--- src/rtl/imem_loader_if.sv ---
// Host-link byte stream and instruction-memory write port of the program loader.
// The master side is the host/bench; the loader itself uses the slave modport.
interface imem_loader_if;
    logic        start;
    logic        byte_valid;
    logic [7:0]  byte_data;
    logic        byte_ready;
    logic        wr_en;
    logic [31:0] wr_addr;
    logic [31:0] wr_data;
    logic        cpu_hold;
    logic [15:0] words_loaded;
    logic        done;
    logic        error;

    modport master (
        output start, byte_valid, byte_data,
        input  byte_ready, wr_en, wr_addr, wr_data, cpu_hold, words_loaded, done, error
    );

    modport slave (
        input  start, byte_valid, byte_data,
        output byte_ready, wr_en, wr_addr, wr_data, cpu_hold, words_loaded, done, error
    );
endinterface

--- src/rtl/imem_loader.sv ---
// Instruction-memory loader: parses a framed byte stream (count, big-endian words,
// XOR checksum), writes words into instruction memory and holds the CPU meanwhile.
module imem_loader #(
    parameter int DEPTH = 64
) (
    input  logic         clk,
    input  logic         reset,
    imem_loader_if.slave bus
);
    localparam int          IDX_W   = (DEPTH > 1) ? $clog2(DEPTH) : 1;
    localparam logic [15:0] DEPTH_W = 16'(DEPTH);

    typedef enum logic [2:0] {
        IDLE, CNT_HI, CNT_LO, DATA, CHECK, DONE, ERROR
    } state_t;

    state_t           state, state_next;
    logic [7:0]       cnt_hi_q;
    logic [15:0]      word_count;
    logic [15:0]      words_q;
    logic [1:0]       byte_cnt;
    logic [23:0]      shift_q;
    logic [IDX_W-1:0] idx;
    logic [7:0]       xor_q;
    logic             wr_en_q;
    logic [31:0]      wr_addr_q;
    logic [31:0]      wr_data_q;

    logic        busy;
    logic        accept;
    logic        idle_like;
    logic [15:0] count_in;
    logic        word_complete;
    logic        last_word;

    assign busy          = (state == CNT_HI) || (state == CNT_LO) ||
                           (state == DATA)   || (state == CHECK);
    assign idle_like     = (state == IDLE) || (state == DONE) || (state == ERROR);
    assign accept        = bus.byte_valid && busy;
    assign count_in      = {cnt_hi_q, bus.byte_data};
    assign word_complete = (state == DATA) && accept && (byte_cnt == 2'd3);
    // words_q still holds the index of the word being completed here.
    assign last_word     = (words_q == word_count - 16'd1);

    assign bus.byte_ready   = busy;
    assign bus.cpu_hold     = busy;
    assign bus.done         = (state == DONE);
    assign bus.error        = (state == ERROR);
    assign bus.wr_en        = wr_en_q;
    assign bus.wr_addr      = wr_addr_q;
    assign bus.wr_data      = wr_data_q;
    assign bus.words_loaded = words_q;

    // NOTE: asynchronous reset lives in the sensitivity list; all state uses <=.
    always_ff @(posedge clk or posedge reset) begin
        if (reset) state <= IDLE;
        else       state <= state_next;
    end

    // NOTE: default assigned first so no path leaves state_next unassigned (no latch).
    always_comb begin
        state_next = state;
        case (state)
            IDLE, DONE, ERROR: if (bus.start) state_next = CNT_HI;
            CNT_HI:            if (accept) state_next = CNT_LO;
            CNT_LO: begin
                if (accept) begin
                    if (count_in == 16'd0)        state_next = CHECK;
                    else if (count_in > DEPTH_W)  state_next = ERROR;
                    else                          state_next = DATA;
                end
            end
            // Leaving DATA on the final byte lets a checksum byte arriving in the
            // write-strobe cycle be consumed as the checksum.
            DATA:  if (word_complete && last_word) state_next = CHECK;
            CHECK: if (accept) state_next = (bus.byte_data == xor_q) ? DONE : ERROR;
            default: state_next = IDLE;
        endcase
    end

    always_ff @(posedge clk or posedge reset) begin
        if (reset) begin
            cnt_hi_q   <= '0;
            word_count <= '0;
            words_q    <= '0;
            byte_cnt   <= '0;
            shift_q    <= '0;
            idx        <= '0;
            xor_q      <= '0;
            wr_en_q    <= 1'b0;
            wr_addr_q  <= '0;
            wr_data_q  <= '0;
        end else begin
            wr_en_q <= 1'b0;
            if (idle_like && bus.start) begin
                word_count <= '0;
                words_q    <= '0;
                byte_cnt   <= '0;
                shift_q    <= '0;
                idx        <= '0;
                xor_q      <= '0;
            end
            if (accept) begin
                xor_q <= xor_q ^ bus.byte_data;
                case (state)
                    CNT_HI: cnt_hi_q   <= bus.byte_data;
                    CNT_LO: word_count <= count_in;
                    DATA: begin
                        byte_cnt <= byte_cnt + 2'd1;
                        shift_q  <= {shift_q[15:0], bus.byte_data};
                        if (byte_cnt == 2'd3) begin
                            wr_en_q   <= 1'b1;
                            wr_data_q <= {shift_q, bus.byte_data};
                            wr_addr_q <= 32'(idx) << 2;
                            idx       <= idx + 1'b1;
                            words_q   <= words_q + 16'd1;
                        end
                    end
                    default: ;
                endcase
            end
        end
    end
endmodule

--- src/flat_wrapper.sv ---
// flat-port wrapper written by rule: the top's interface ports become plain ports
module imem_loader_flat 
#(
    parameter int DEPTH = 64
)
  (clk, reset, bus_start, bus_byte_valid, bus_byte_data, bus_byte_ready, bus_wr_en, bus_wr_addr, bus_wr_data, bus_cpu_hold, bus_words_loaded, bus_done, bus_error);
  imem_loader_if bus_i ();
  input  logic clk;
  input  logic reset;
  input wire logic [$bits(bus_i.start)-1:0] bus_start;
  input wire logic [$bits(bus_i.byte_valid)-1:0] bus_byte_valid;
  input wire logic [$bits(bus_i.byte_data)-1:0] bus_byte_data;
  output wire logic [$bits(bus_i.byte_ready)-1:0] bus_byte_ready;
  output wire logic [$bits(bus_i.wr_en)-1:0] bus_wr_en;
  output wire logic [$bits(bus_i.wr_addr)-1:0] bus_wr_addr;
  output wire logic [$bits(bus_i.wr_data)-1:0] bus_wr_data;
  output wire logic [$bits(bus_i.cpu_hold)-1:0] bus_cpu_hold;
  output wire logic [$bits(bus_i.words_loaded)-1:0] bus_words_loaded;
  output wire logic [$bits(bus_i.done)-1:0] bus_done;
  output wire logic [$bits(bus_i.error)-1:0] bus_error;
  assign bus_i.start = bus_start;
  assign bus_i.byte_valid = bus_byte_valid;
  assign bus_i.byte_data = bus_byte_data;
  assign bus_byte_ready = bus_i.byte_ready;
  assign bus_wr_en = bus_i.wr_en;
  assign bus_wr_addr = bus_i.wr_addr;
  assign bus_wr_data = bus_i.wr_data;
  assign bus_cpu_hold = bus_i.cpu_hold;
  assign bus_words_loaded = bus_i.words_loaded;
  assign bus_done = bus_i.done;
  assign bus_error = bus_i.error;
  imem_loader #(.DEPTH(DEPTH)) u_core (.clk(clk), .reset(reset), .bus(bus_i));
endmodule
--- config.mk ---
export PLATFORM = sky130hd
export DESIGN_NAME = imem_loader_flat
export DESIGN_NICKNAME = d
export VERILOG_FILES = /design/src/rtl/imem_loader_if.sv /design/src/rtl/imem_loader.sv /design/src/flat_wrapper.sv
export SDC_FILE = /design/constraint.sdc
export NUM_CORES = 1
export LEC_CHECK = 0
export BUFFER_PORTS_ARGS = -buffer_cell sky130_fd_sc_hd__buf_2
export CORE_MARGIN = 2
export CORE_UTILIZATION = 61
export DETAILED_ROUTE_END_ITERATION = 7
export GPL_ROUTABILITY_DRIVEN = 1
export GPL_TIMING_DRIVEN = 1
export PLACE_DENSITY = 0.85
export RECOVER_POWER = 50
export SETUP_SLACK_MARGIN = 0.3
export SLEW_MARGIN = 20
export SYNTH_ARGS = -nofsm -noshare
export SYNTH_HDL_FRONTEND = slang
export SYNTH_SLANG_ARGS = --single-unit
--- constraint.sdc ---
create_clock -name clk -period 9.5 [get_ports clk]
set_input_delay 0.475 -clock clk [delete_from_list [all_inputs] [get_ports clk]]
set_output_delay 0.475 -clock clk [all_outputs]
set_load 0.02 [all_outputs]
==> summary.md <==
| Metric | Value |
|---|---|
| Fin nets | 745 |
| CTS clk-pin slew, worst paths | roughly 0.060 ns |
| Origin of the worst min-delay path | bus_byte_data[5] |
| Post-DR vias/cell | 5.82 |
| Drt pass-1 iters | 5 |
| Fin worst setup slack | approximately 4.7 ns |
| Worst Setup Start Kind | primary input |
| Detailed placement HPWL | around 9.3 mm |
| Tightest Hold Check Type | primary input to flip-flop |
| PwrDens | about 320 nW/µm² |
| Synthesized area | a little over 6000 µm² |
| Skew final | 0.00910 ns |
| Setup TNS | 0 ns |
| Setup-failing EPs final | 0 |
| Sequential area share after synthesis | between 50% and 60% |
| Placed Instances | roughly 840 |
| Total setup buffers inserted after CTS | 0 |
| Post-CTS Resized | 0 |
| Core area | 9730 µm² |
| Leakage | about 3.3 nW |
| Worst reg2reg path startpoint | u_core.word_count[0]$_DFF_PP0_ |
| RSZ-0062 raised after global routing | no |
| Synth Register Bits | about 120 |
| Share of post-route cells with drive strength above 1 | approximately 12% |
| Compound-cell area share of the yosys netlist | between 10% and 20% |
| Cts hold-fix bufs | 0 |
| Critical Path Source | reset |
| Max-slew headroom | -152% |
| Antenna violations before repair | 0 |
| GR Overflow Total | 0 |
| WL/cell | 16.8 µm |
| IO Port Bufs | 70 |
| Largest net degree at the start of global routing | 75 |
| Root Buffer | clkbuf_8 |
| Worst-Skew Late Latency | 0.52 ns |
| Die Wd | 104 µm |
| Violated checks | max-capacitance violations, max-slew violations |
| Inserted Clock Buffers | 17 |
| Syn Inst Count | just under 700 |
| Synth cell types | 53 |
| Mux contribution to synthesized area | under 10% |
| Max_cap viols | 2 |
| Status | finished, violations left |
| DRC errors left | 0 |
| Placer Congestion | roughly 0.9 |
| Initial core utilization | roughly 62% |
| Synth Area in XOR/XNOR | 4.76% |
| Post-Route WL | approximately 15 mm |
| H-tree Lvls | 4 |
| Simple-gate share of the synthesized area | 23.3% |
| Kind of critical path | primary input to asynchronous set/reset pin |
| CTS tree | yes |
| Die area | around 11000 µm² |
| Final core occ | between 70% and 80% |
| Antenna Cells | 0 |
| Post-synthesis adder-cell area fraction | less than 1% |
| Hold_ws | between 0.2 and 0.3 ns |
| Slew @ Worst Pin | 3.78 ns |
| Total number of vias | 5091 |
| Syn_area_per_cell | approximately 8.9 µm² |
| Final Max Tran Viols | between 100 and 150 |
| Crit path DAT | around 4.6 ns |
| Crit path max-delay cell type | clkbuf_1 |
| First-pass GRT wire length | about 24 mm |
| Post-route ant nets | 0 |
| Tmin final | 4.83 ns |
| Worst path max stage delay | about 2.8 ns |
| Pre-CTS setup slack | roughly 7 ns |
| Main combinational cell family by area after synthesis | simple AND/OR/NAND/NOR gates |
| Initial drt markers | 380 |
| WP buf/inv | 3 |
| Critical path data required time | between 9 and 10 ns |
| Num rows | 36 |
| Final worst path period share | 50.9% |
| Gr usage total | around 28% |
| Num ports | 97 |
| Crit Path Max Fanout | between 70 and 80 |
| IR drop worst, VDD | slightly above 0.2 mV |
| Number of global-route vias before repair | just under 5000 |
| Clk buf depth | 2 |
| YS warnings | 0 |
| Post-synth EDFFs | 0 |
| Primary FF master, synth | dfrtp_1 |
| Setup crit end kind | asynchronous set/reset pin |
| Fin cells | between 800 and 900 |
| Critical path's top delay family | buffers and inverters |
| Area delta synth->final | 13.7% |
| Max Clk Rate | about 210 MHz |
| Clock sink count | around 120 |
| Final hold vios | 0 |
| Crit-path cells | buf_2, clkinvlp_2, clkbuf_1 |
| Die span in y | 104 µm |
| Ys async rst share | 100% |
==> tightest hold or removal path: cells and delay by family <==
family	cells	cell delay [ns]
simple gates	2	0.12
buf+inv	1	0.17
==> stage by stage <==
| stage | total power [W] | area, µm² |
|---|---|---|
| after floorplan | 0.00136 | 6170 |
| after global placement | 0.00152 | 6360 |
| after global routing | 0.00231 | 6900 |
| after CTS | 0.00220 | 6940 |
| final | 0.00219 | 6900 |
| after detailed placement | 0.00155 | 6360 |
==> worst paths after layout <==
| check | slack, ns | end | cells after the start |
|---|---|---|---|
| max | 4.67 | u_core.cnt_hi_q[5]$_DFFE_PP0P_ | 3 |
| min | 0.28 | u_core.bus.wr_data[5]$_DFFE_PP0P_ | 3 |
| max reg2reg | 6.75 | u_core.state[2]$_DFFE_PP0P_ | 8 |
| min reg2reg | 0.47 | u_core.bus.wr_data[21]$_DFFE_PP0P_ | 2 |
| max in group clk | 6.75 | u_core.state[2]$_DFFE_PP0P_ | 8 |
| min in group asynchronous | 0.51 | u_core.idx[3]$_DFF_PP0_ | 2 |
==> power breakdown <==
part	internal, W	leakage [nW]	switching (W)
combinational	0.000257	1.40	0.000446
sequential	0.000686	1.62	0.000169
clock	0.000380	0.284	0.000250
total	0.00132	3.30	0.000865
==> layout make-up <==
| cell class | instances | area [µm²] |
|---|---|---|
| sequential | 122 | 3050 |
| multi-input combinational | 500 | 2710 |
| clock buffer | 18 | 418 |
| clock inverter | 14 | 165 |
| tap | 133 | 166 |
| inverter | 12 | 46.3 |
| fill | 762 | 2830 |
| timing repair buffer | 76 | 347 |
==> cell usage in the layout (no fill, tap or decap), types with 4 or more instances in the layout <==
master and count:
a21o_1 11, a21oi_1 6, buf_2 31, buf_4 4, clkbuf_1 41, clkbuf_16 16, clkinv_4 5, conb_1 26
dfrtp_1 122, ha_1 4, inv_1 11, mux2_2 9, nand2_1 212, nand2b_1 4, nand3_1 14, nand4_1 11
nor2_1 12, nor3_1 6, nor3b_1 10, nor4_1 4, o211ai_1 8, o21ai_0 62, o31ai_1 13, or2_2 4
or3_1 4, xnor2_1 17, xor2_1 16
==> sequential cells by signal, summed over array words and instances (netlist names) <==
| name | cells |
|---|---|
| u_core.bus.wr_data | 32 |
| u_core.shift_q | 24 |
| u_core.bus.words_loaded | 16 |
| u_core.word_count | 16 |
| u_core.cnt_hi_q | 8 |
| u_core.xor_q | 8 |
| u_core.bus.wr_addr | 6 |
| u_core.idx | 6 |
| u_core.state | 3 |
| u_core.byte_cnt | 2 |
| u_core.bus.wr_en | 1 |
==> cell usage after synthesis (all sizes together) (6+ instances only) <==
cell type / instances / area (µm²)
nand2: 212 / 796
dfrtp: 122 / 3050
o21ai: 62 / 310
clkbuf: 38 / 143
buf: 33 / 230
xnor2: 17 / 149
xor2: 16 / 140
nand3: 14 / 70.1
o31ai: 13 / 97.6
inv: 12 / 45.0
nor2: 12 / 45.0
a21o: 11 / 82.6
nand4: 11 / 68.8
nor3b: 10 / 75.1
mux2: 9 / 101
o211ai: 8 / 60.1
nor3: 7 / 35.0
a21oi: 6 / 30.0
or3: 6 / 43.8
==> routing by layer <==
layer  GRT usage, %  vias to the layer above  wire length [µm]
met1           35.4                     2511              5920
met2           47.9                      212              7500
li1               -                     2335                 -
met3           5.35                       33              1000
met5              0                        -                 0
met4           9.65                        0               271
==> cell families (layout without fill, tap and decap cells) <==
family          Yosys count  after routing
compound gates          116            116
xor+xnor                 33             33
fa+ha+maj                 4              4
buf+inv                  83            120
flops                   122            122
mux                      12             12
other cells               1             26
simple gates            309            309
No activity file was read; power rests on OpenSTA's default activity.
